`src/rtl/coord_table_reader.sv`:
```
// ============================================================================
// coord_table_reader: walks an async-read (x,y) table and streams entries out
// Rev 1.0
// ============================================================================
`default_nettype none

module coord_table_reader #(
   parameter int DEPTH = 9,
   parameter int DW    = 8,
   parameter int AW    = 4
) (
   input  logic          clk,
   input  logic          rst_n,
   input  logic          start,
   input  logic          loop,
   input  logic          abort,
   output logic [AW-1:0] tbl_addr,
   input  logic [DW-1:0] tbl_x,
   input  logic [DW-1:0] tbl_y,
   output logic          out_valid,
   input  logic          out_ready,
   output logic [DW-1:0] out_x,
   output logic [DW-1:0] out_y,
   output logic [AW-1:0] out_idx,
   output logic          out_last,
   output logic          busy,
   output logic          done
);

   typedef enum logic [1:0] {
      S_IDLE  = 2'd0,
      S_FETCH = 2'd1,
      S_SEND  = 2'd2
   } state_t;

   localparam logic [AW-1:0] LAST_IDX = AW'(DEPTH - 1);

   state_t        state_q, state_d;
   logic [AW-1:0] idx_q, idx_d;
   logic          out_valid_q, out_valid_d;
   logic [DW-1:0] out_x_q, out_x_d;
   logic [DW-1:0] out_y_q, out_y_d;
   logic [AW-1:0] out_idx_q, out_idx_d;
   logic          out_last_q, out_last_d;
   logic          done_q, done_d;

   always_ff @(posedge clk or negedge rst_n) begin
      if (!rst_n) begin
         state_q     <= S_IDLE;
         idx_q       <= '0;
         out_valid_q <= 1'b0;
         out_x_q     <= '0;
         out_y_q     <= '0;
         out_idx_q   <= '0;
         out_last_q  <= 1'b0;
         done_q      <= 1'b0;
      end else begin
         state_q     <= state_d;
         idx_q       <= idx_d;
         out_valid_q <= out_valid_d;
         out_x_q     <= out_x_d;
         out_y_q     <= out_y_d;
         out_idx_q   <= out_idx_d;
         out_last_q  <= out_last_d;
         done_q      <= done_d;
      end
   end

   always_comb begin
      state_d     = state_q;
      idx_d       = idx_q;
      out_valid_d = out_valid_q;
      out_x_d     = out_x_q;
      out_y_d     = out_y_q;
      out_idx_d   = out_idx_q;
      out_last_d  = out_last_q;
      done_d      = 1'b0;

      // abort outranks both start and a same-cycle handshake
      if (abort) begin
         state_d     = S_IDLE;
         idx_d       = '0;
         out_valid_d = 1'b0;
      end else begin
         unique case (state_q)
            S_IDLE: begin
               if (start) begin
                  state_d = S_FETCH;
                  idx_d   = '0;
               end
            end
            S_FETCH: begin
               out_x_d     = tbl_x;
               out_y_d     = tbl_y;
               out_idx_d   = idx_q;
               out_last_d  = (idx_q == LAST_IDX);
               out_valid_d = 1'b1;
               state_d     = S_SEND;
            end
            S_SEND: begin
               if (out_ready) begin
                  out_valid_d = 1'b0;
                  if (idx_q != LAST_IDX) begin
                     idx_d   = idx_q + AW'(1);
                     state_d = S_FETCH;
                  end else if (loop) begin
                     idx_d   = '0;
                     state_d = S_FETCH;
                  end else begin
                     idx_d   = '0;
                     state_d = S_IDLE;
                     done_d  = 1'b1;
                  end
               end
            end
            default: begin
               state_d     = S_IDLE;
               idx_d       = '0;
               out_valid_d = 1'b0;
            end
         endcase
      end
   end

   assign tbl_addr  = idx_q;
   assign out_valid = out_valid_q;
   assign out_x     = out_x_q;
   assign out_y     = out_y_q;
   assign out_idx   = out_idx_q;
   assign out_last  = out_last_q;
   assign busy      = (state_q != S_IDLE);
   assign done      = done_q;

endmodule

`default_nettype wire
```
`config.mk`:
```
export PLATFORM = sky130hd
export DESIGN_NAME = coord_table_reader
export DESIGN_NICKNAME = d
export VERILOG_FILES = /design/src/rtl/coord_table_reader.sv
export SDC_FILE = /design/constraint.sdc
export NUM_CORES = 1
export LEC_CHECK = 0
export BUFFER_PORTS_ARGS = -buffer_cell sky130_fd_sc_hd__clkbuf_2
export CORE_MARGIN = 2
export CORE_UTILIZATION = 30
export DETAILED_ROUTE_END_ITERATION = 10
export GPL_TIMING_DRIVEN = 0
export SLEW_MARGIN = 40
export SYNTH_ARGS = -nofsm -noshare
export SYNTH_HDL_FRONTEND = slang
export SYNTH_SLANG_ARGS = --single-unit
```
`constraint.sdc`:
```
create_clock -name clk -period 2.3 [get_ports clk]
set_input_delay 0.115 -clock clk [delete_from_list [all_inputs] [get_ports clk]]
set_output_delay 0.115 -clock clk [all_outputs]
set_load 0.03 [all_outputs]
```
; Yosys cells after proc, flatten, opt, wreduce, memory -nomap -nowiden
; Cells that the tools add are included.
[totals]
regBits = 29
output_inout_bits = 28
wordCells = 43
[classes]
n_eq_ne = 8
reduce_logical = 6
addsub = 1
bitwise = 1
n_mux = 19
[ops]
columns = op, n
row1 = 2-to-1 mux 4 bit, 4
row2 = case mux 4 bit (3 select lines), 1
row3 = 2-to-1 mux 1 bit, 9
row4 = 2-to-1 mux 2 bit, 3
row5 = inequality test 3 bit (second input constant), 2
row6 = case mux 2 bit (3 select lines), 1
row7 = AND reduction 2 bit, 3
row8 = adder 4 x 1 -> 4 bit (second input constant), 1
row9 = == test 4 bit (second input constant), 1
row10 = inequality test 2 bit (second input constant), 2
row11 = inequality test 4 bit (second input constant), 1
row12 = case mux 1 bit (3 select lines), 1
row13 = AND reduction 3 bit, 1
row14 = == test 2 x 1 -> 1 bit (second input constant), 1
row15 = == test 2 bit (second input constant), 1
row16 = zero test 2 bit, 1
row17 = nonzero test 2 bit, 1
row18 = NOT 1 bit, 1

; Logic depth before layout (Yosys ltp)
[depth]
word_depth = 5
mapped_depth = 6
depth_no_buf = 6

; Worst setup path after synthesis
; No wires, ideal clock.
[synth_timing]
path_kind = reg-to-reg
startpoint = reg idx_q[0] (netlist: tbl_addr[0])
endpoint = reg idx_q[0] (netlist: tbl_addr[0])
path_buffers = 0
setup_time_ns = 0.128
synth_period_minus_slack_ns = 1.439
path_slack_ns = 0.861
path_stages_with_launch = 7
t_arrival_ns = 1.311
path_cell_list = dfrtp_1 inv_1 ha_1 nand2_1 nor2_1 nor3b_1 mux2_1
[synth_between]
elab_chain_len = 5
elab_cells_between_ends = 6
classes_between = 1 x add/sub / 1 x eq/ne / 4 x mux
[synth_rtl]
columns = item, line_no
row1 = "start, declared", 39  ; logic [AW-1:0] idx_q, idx_d;
row2 = "start signal, assigned", 59  ; idx_q <= idx_d;
row3 = adder 4 x 1 -> 4 bit or inequality test 4 bit (tied branches), "104, 103"
row4 = 2-to-1 mux 4 bit (*), 103  ; if (idx_q != LAST_IDX) begin
row5 = 2-to-1 mux 4 bit (*), 101  ; if (out_ready) begin
row6 = case mux 4 bit (3 select lines) (*), 85  ; unique case (state_q)
row7 = 2-to-1 mux 4 bit (*), 80  ; if (abort) begin
; Mark *: on every way between the ends. The rest lies on a longest branch, timed or not. The select of a mux whose other input is x is not followed.
; A chain may end at the register's enable or synchronous reset.

; Worst setup path after layout
[layout_timing]
startpoint = reg state_q[1]
endpoint = reg out_x_q[7] (netlist: out_x[7])
[layout_between]
elab_chain_len = 2
[layout_rtl]
columns = item, line_no
row1 = "start, declared", 38  ; state_t state_q, state_d;
row2 = "start signal, assigned", 58  ; state_q <= state_d;
row3 = == test 2 x 1 -> 1 bit, 85
row4 = AND reduction 2 bit (no source line), -
row5 = "end signal, assigned", 61  ; out_x_q <= out_x_d;
row6 = "end, declared", 41  ; logic [DW-1:0] out_x_q, out_x_d;
; Every way passes these cells.

==> impl_results.html <==
<table>
<tr><th>Metric</th><th>Value</th></tr>
<tr><th colspan="2">Timing</th></tr>
<tr><td>Post-Route Hold Slack</td><td>0.00699 ns</td></tr>
<tr><td>Achievable clock frequency</td><td>690 MHz</td></tr>
<tr><td>Fraction of the cycle the final worst path needs</td><td>63.1%</td></tr>
<tr><td>Final number of max-transition violations</td><td>0</td></tr>
<tr><td>Max-slew headroom at the worst pin</td><td>56.8%</td></tr>
<tr><td>Slew @ Worst Pin</td><td>0.648 ns</td></tr>
<tr><td>Worst clock skew on the final layout</td><td>0.00510 ns</td></tr>
<tr><td>Shortest clock period the worst path allows after layout</td><td>approximately 1.5 ns</td></tr>
<tr><td>Final-layout setup total negative slack</td><td>0 ns</td></tr>
<tr><td>Endpoints failing setup</td><td>0</td></tr>
<tr><td>RSZ-0062 raised after global routing</td><td>no</td></tr>
<tr><td>Final Hold Viols</td><td>0</td></tr>
<tr><th colspan="2">Die</th></tr>
<tr><td>Floorplan core area</td><td>4320 µm²</td></tr>
<tr><td>Total die area</td><td>5040 µm²</td></tr>
<tr><td>Initial standard-cell utilization of the core</td><td>31.1%</td></tr>
<tr><td>IO Pins</td><td>50</td></tr>
<tr><td>Die Width</td><td>about 71 µm</td></tr>
<tr><td>Die H</td><td>71.0 µm</td></tr>
<tr><td>Total number of placement rows</td><td>24</td></tr>
<tr><th colspan="2">Setup path</th></tr>
<tr><td>CP startpoint kind</td><td>register</td></tr>
<tr><td>Crit path capture type</td><td>register</td></tr>
<tr><td>Reg2reg setup slack</td><td>0.85 ns</td></tr>
<tr><td>Start of the worst register-to-register path</td><td>state_q[1]</td></tr>
<tr><td>Critical path start-end classification</td><td>register to register</td></tr>
<tr><td>Largest fanout on the critical path</td><td>10</td></tr>
<tr><td>Reg2Reg Capture Point</td><td>out_x[7]</td></tr>
<tr><td>Arrival time of data at the critical path endpoint</td><td>1.60 ns</td></tr>
<tr><td>Required time of the critical path</td><td>2.45 ns</td></tr>
<tr><td>Launching instance or port of the critical path</td><td>state_q[1]</td></tr>
<tr><td>Worst Reg2Reg Path Length in Cells</td><td>4</td></tr>
<tr><td>Termination of the worst setup path</td><td>out_x[7]</td></tr>
<tr><th colspan="2">Pwr</th></tr>
<tr><td>VDD IR max</td><td>0.000355 V</td></tr>
<tr><td>Pwr/cell area</td><td>877 nW/µm²</td></tr>
<tr><td>Standby leakage power</td><td>0.885 nW</td></tr>
<tr><th colspan="2">Yosys</th></tr>
<tr><td>Fraction of post-synthesis cell area in the top cell type by area</td><td>53.9%</td></tr>
<tr><td>Seq/Total Area, Yosys</td><td>between 50 and 60%</td></tr>
<tr><td>Cell type contributing the most total cell area after synthesis</td><td>sky130_fd_sc_hd__dfrtp_1</td></tr>
<tr><td>Async set-or-reset flop fraction in the synthesized netlist</td><td>100%</td></tr>
<tr><td>Avg Cell Area, Syn</td><td>14.8 µm²</td></tr>
<tr><td>Area contributors post-synth</td><td>sky130_fd_sc_hd__dfrtp_1, sky130_fd_sc_hd__mux2_4, sky130_fd_sc_hd__buf_12</td></tr>
<tr><td>Synthesized cell area</td><td>between 1000 and 1500 µm²</td></tr>
<tr><td>Flip-flop and latch count after synthesis</td><td>29</td></tr>
<tr><td>Yosys warning total</td><td>0</td></tr>
<tr><td>Prevailing post-synth register cell</td><td>sky130_fd_sc_hd__dfrtp_1</td></tr>
<tr><td>Synthesized netlist net count</td><td>~120</td></tr>
<tr><td>Number of synthesized flops with an enable pin</td><td>0</td></tr>
<tr><td>Number of instances in the synthesized netlist</td><td>91</td></tr>
<tr><td>Number of different library cells in the post-synthesis netlist</td><td>31</td></tr>
<tr><th colspan="2">CTS</th></tr>
<tr><td>Clock tree from TritonCTS</td><td>done</td></tr>
<tr><td>Clock H-tree levels</td><td>2</td></tr>
<tr><td>Clock latency reported for the late side of the worst-skew pair</td><td>0.27 ns</td></tr>
<tr><td>Resized cells post-CTS</td><td>0</td></tr>
<tr><td>Post CTS Setup Buffer Count</td><td>0</td></tr>
<tr><td>Clk pin slew, worst setup/hold paths</td><td>0.06 ns</td></tr>
<tr><td>Number of clock buffers inserted by TritonCTS</td><td>5</td></tr>
<tr><td>Number of clock sinks</td><td>29</td></tr>
<tr><td>CTS Buffer Depth</td><td>2</td></tr>
<tr><td>Cell at the root of the clock tree</td><td>sky130_fd_sc_hd__clkbuf_8</td></tr>
<tr><th colspan="2">Detailed routing</th></tr>
<tr><td>Count of TritonRoute iterations in the first routing pass</td><td>4</td></tr>
<tr><td>Routed via count</td><td>913</td></tr>
<tr><td>Detailed-route DRC error count</td><td>0</td></tr>
<tr><td>DRT Wirelength</td><td>2640 µm</td></tr>
<tr><td>Final ANT Viol Nets</td><td>0</td></tr>
<tr><td>Post-detailed-route wirelength per cell</td><td>13.2 µm</td></tr>
<tr><td>Drt first-iter violations</td><td>19</td></tr>
<tr><td>Via-to-Cell Ratio</td><td>about 4.6</td></tr>
<tr><th colspan="2">Finish</th></tr>
<tr><td>Layout cells sized above 1</td><td>roughly 57%</td></tr>
<tr><td>Count of inserted antenna diode cells</td><td>0</td></tr>
<tr><td>Fraction of the core area covered by cells at the end of the flow</td><td>40.5%</td></tr>
<tr><td>Layout Nets</td><td>172</td></tr>
<tr><td>Area growth syn-to-layout</td><td>30.2%</td></tr>
<tr><td>Number of filler instances in the final layout</td><td>436</td></tr>
<tr><th colspan="2">GRT</th></tr>
<tr><td>Grt total ovfl</td><td>0</td></tr>
<tr><td>Total Routing Usage GR</td><td>11.4%</td></tr>
<tr><td>Pin count of the biggest net entering global routing</td><td>30</td></tr>
<tr><td>Via count of the first global-routing pass</td><td>954</td></tr>
<tr><td>Wire length of the first global-routing pass</td><td>4440 µm</td></tr>
<tr><td>Number of antenna violations at the first check in global routing</td><td>0</td></tr>
<tr><th colspan="2">Place</th></tr>
<tr><td>Sum of net half-perimeters after detailed placement</td><td>approximately 2000 µm</td></tr>
<tr><td>Placer congestion estimate</td><td>about 0.80</td></tr>
<tr><td>Number of buffers inserted by port buffering</td><td>49</td></tr>
<tr><th colspan="2">Hold path</th></tr>
<tr><td>Path type of the worst min-delay path</td><td>primary input to register</td></tr>
<tr><th colspan="2">Status</th></tr>
<tr><td>Status</td><td>finished clean</td></tr>
<tr><th colspan="2">Job</th></tr>
<tr><td>Number of max-capacitance violations reported</td><td>0</td></tr>
</table>
## critical path: stages (launching register included)
cell,delay (ns)
sky130_fd_sc_hd__dfrtp_1,0.44
sky130_fd_sc_hd__nand2b_2,0.23
sky130_fd_sc_hd__nor2_4,0.17
sky130_fd_sc_hd__buf_12,0.17
sky130_fd_sc_hd__mux2_4,0.30
## area by class of cell
class,instances,area (µm²),area share (%)
flip-flops and latches,29,726,41.4
repair buffers,50,255,14.6
multi-input cells,56,566,32.3
clock buffers,7,86.3,4.93
well taps,52,65.1,3.71
inverters,3,11.3,0.642
plain buffers,3,43.8,2.50
## stage by stage
step / area, µm² / total power, W / instances / setup slack (ns)
2_1_floorplan: 1350 / 0.000994 / 91 / 0.861
3_3_place_gp: 1660 / 0.00113 / 192 / 0.874
3_5_place_dp: 1660 / 0.00114 / 192 / 0.850
4_1_cts: 1750 / 0.00157 / 200 / 0.834
5_1_grt: 1750 / 0.00161 / 200 / 0.714
6_report: 1750 / 0.00154 / 200 / 0.850
## where the power goes
| group | switching [W] | internal, W |
|---|---|---|
| logic | 0.000277 | 0.000198 |
| registers | 0.0000539 | 0.000600 |
| clock network | 0.000173 | 0.000237 |
| total | 0.000504 | 0.00103 |
## synthesized netlist by cell type (2+ instances only)
library cell,number
sky130_fd_sc_hd__ha_1,2
sky130_fd_sc_hd__mux2_1,2
sky130_fd_sc_hd__mux2_4,20
sky130_fd_sc_hd__nor2b_1,2
sky130_fd_sc_hd__dfrtp_1,29
sky130_fd_sc_hd__nor2_1,4
sky130_fd_sc_hd__nand3_1,2
sky130_fd_sc_hd__inv_1,2
sky130_fd_sc_hd__nand2_1,3
sky130_fd_sc_hd__nand2b_1,3
sky130_fd_sc_hd__buf_12,2
## registers in the layout, indices dropped and copies added (netlist names)
register / count
out_y: 8
out_last: 1
state_q: 2
out_idx: 4
tbl_addr: 4
done: 1
out_valid: 1
out_x: 8
## how the worst min path moves through the flow
stage / endpoint / start / cells after the start
2_1_floorplan: done / rst_n / 0
3_3_place_gp: out_x[2] / rst_n / 1
3_5_place_dp: out_valid / rst_n / 1
4_1_cts: done / loop / 2
5_1_grt: done / loop / 2
6_report: done / loop / 2
## what timing repair did
| action | 4_1_cts | 5_1_grt |
|---|---|---|
| setup endpoints to repair | 0 | 0 |
| hold endpoints to repair | 29 | 0 |
| hold buffers | 1 | 0 |
## cells in the final DEF (no fill, tap or decap), types with 2 or more instances in the layout
master	n
sky130_fd_sc_hd__clkbuf_8	6
sky130_fd_sc_hd__nor2b_1	2
sky130_fd_sc_hd__nor2_1	4
sky130_fd_sc_hd__nand2b_1	3
sky130_fd_sc_hd__nand2_1	3
sky130_fd_sc_hd__clkbuf_1	2
sky130_fd_sc_hd__inv_1	2
sky130_fd_sc_hd__dfrtp_1	29
sky130_fd_sc_hd__ha_1	2
sky130_fd_sc_hd__mux2_4	20
sky130_fd_sc_hd__mux2_1	2
sky130_fd_sc_hd__nand3_1	2
sky130_fd_sc_hd__clkbuf_2	48
sky130_fd_sc_hd__buf_12	2
## metal layers
metal / vias up / wire [µm] / global-route usage, %
met5: - / 0 / 0
met1: 450 / 1110 / 13.6
li1: 427 / - / -
met2: 28 / 1300 / 17.8
met3: 8 / 166 / 5.41
met4: 0 / 60 / 4.40
## cell families after synthesis
kind of cell | after synthesis | synth area share, %
flip-flops | 29 | 53.9
multiplexers | 23 | 24.7
AND/OR/NAND/NOR | 23 | 10.3
AO/OA/AOI/OAI | 8 | 5.11
buffers and inverters | 6 | 4.09
adder cells (fa/ha/maj) | 2 | 1.86
Power figures use the tool's default switching activity.
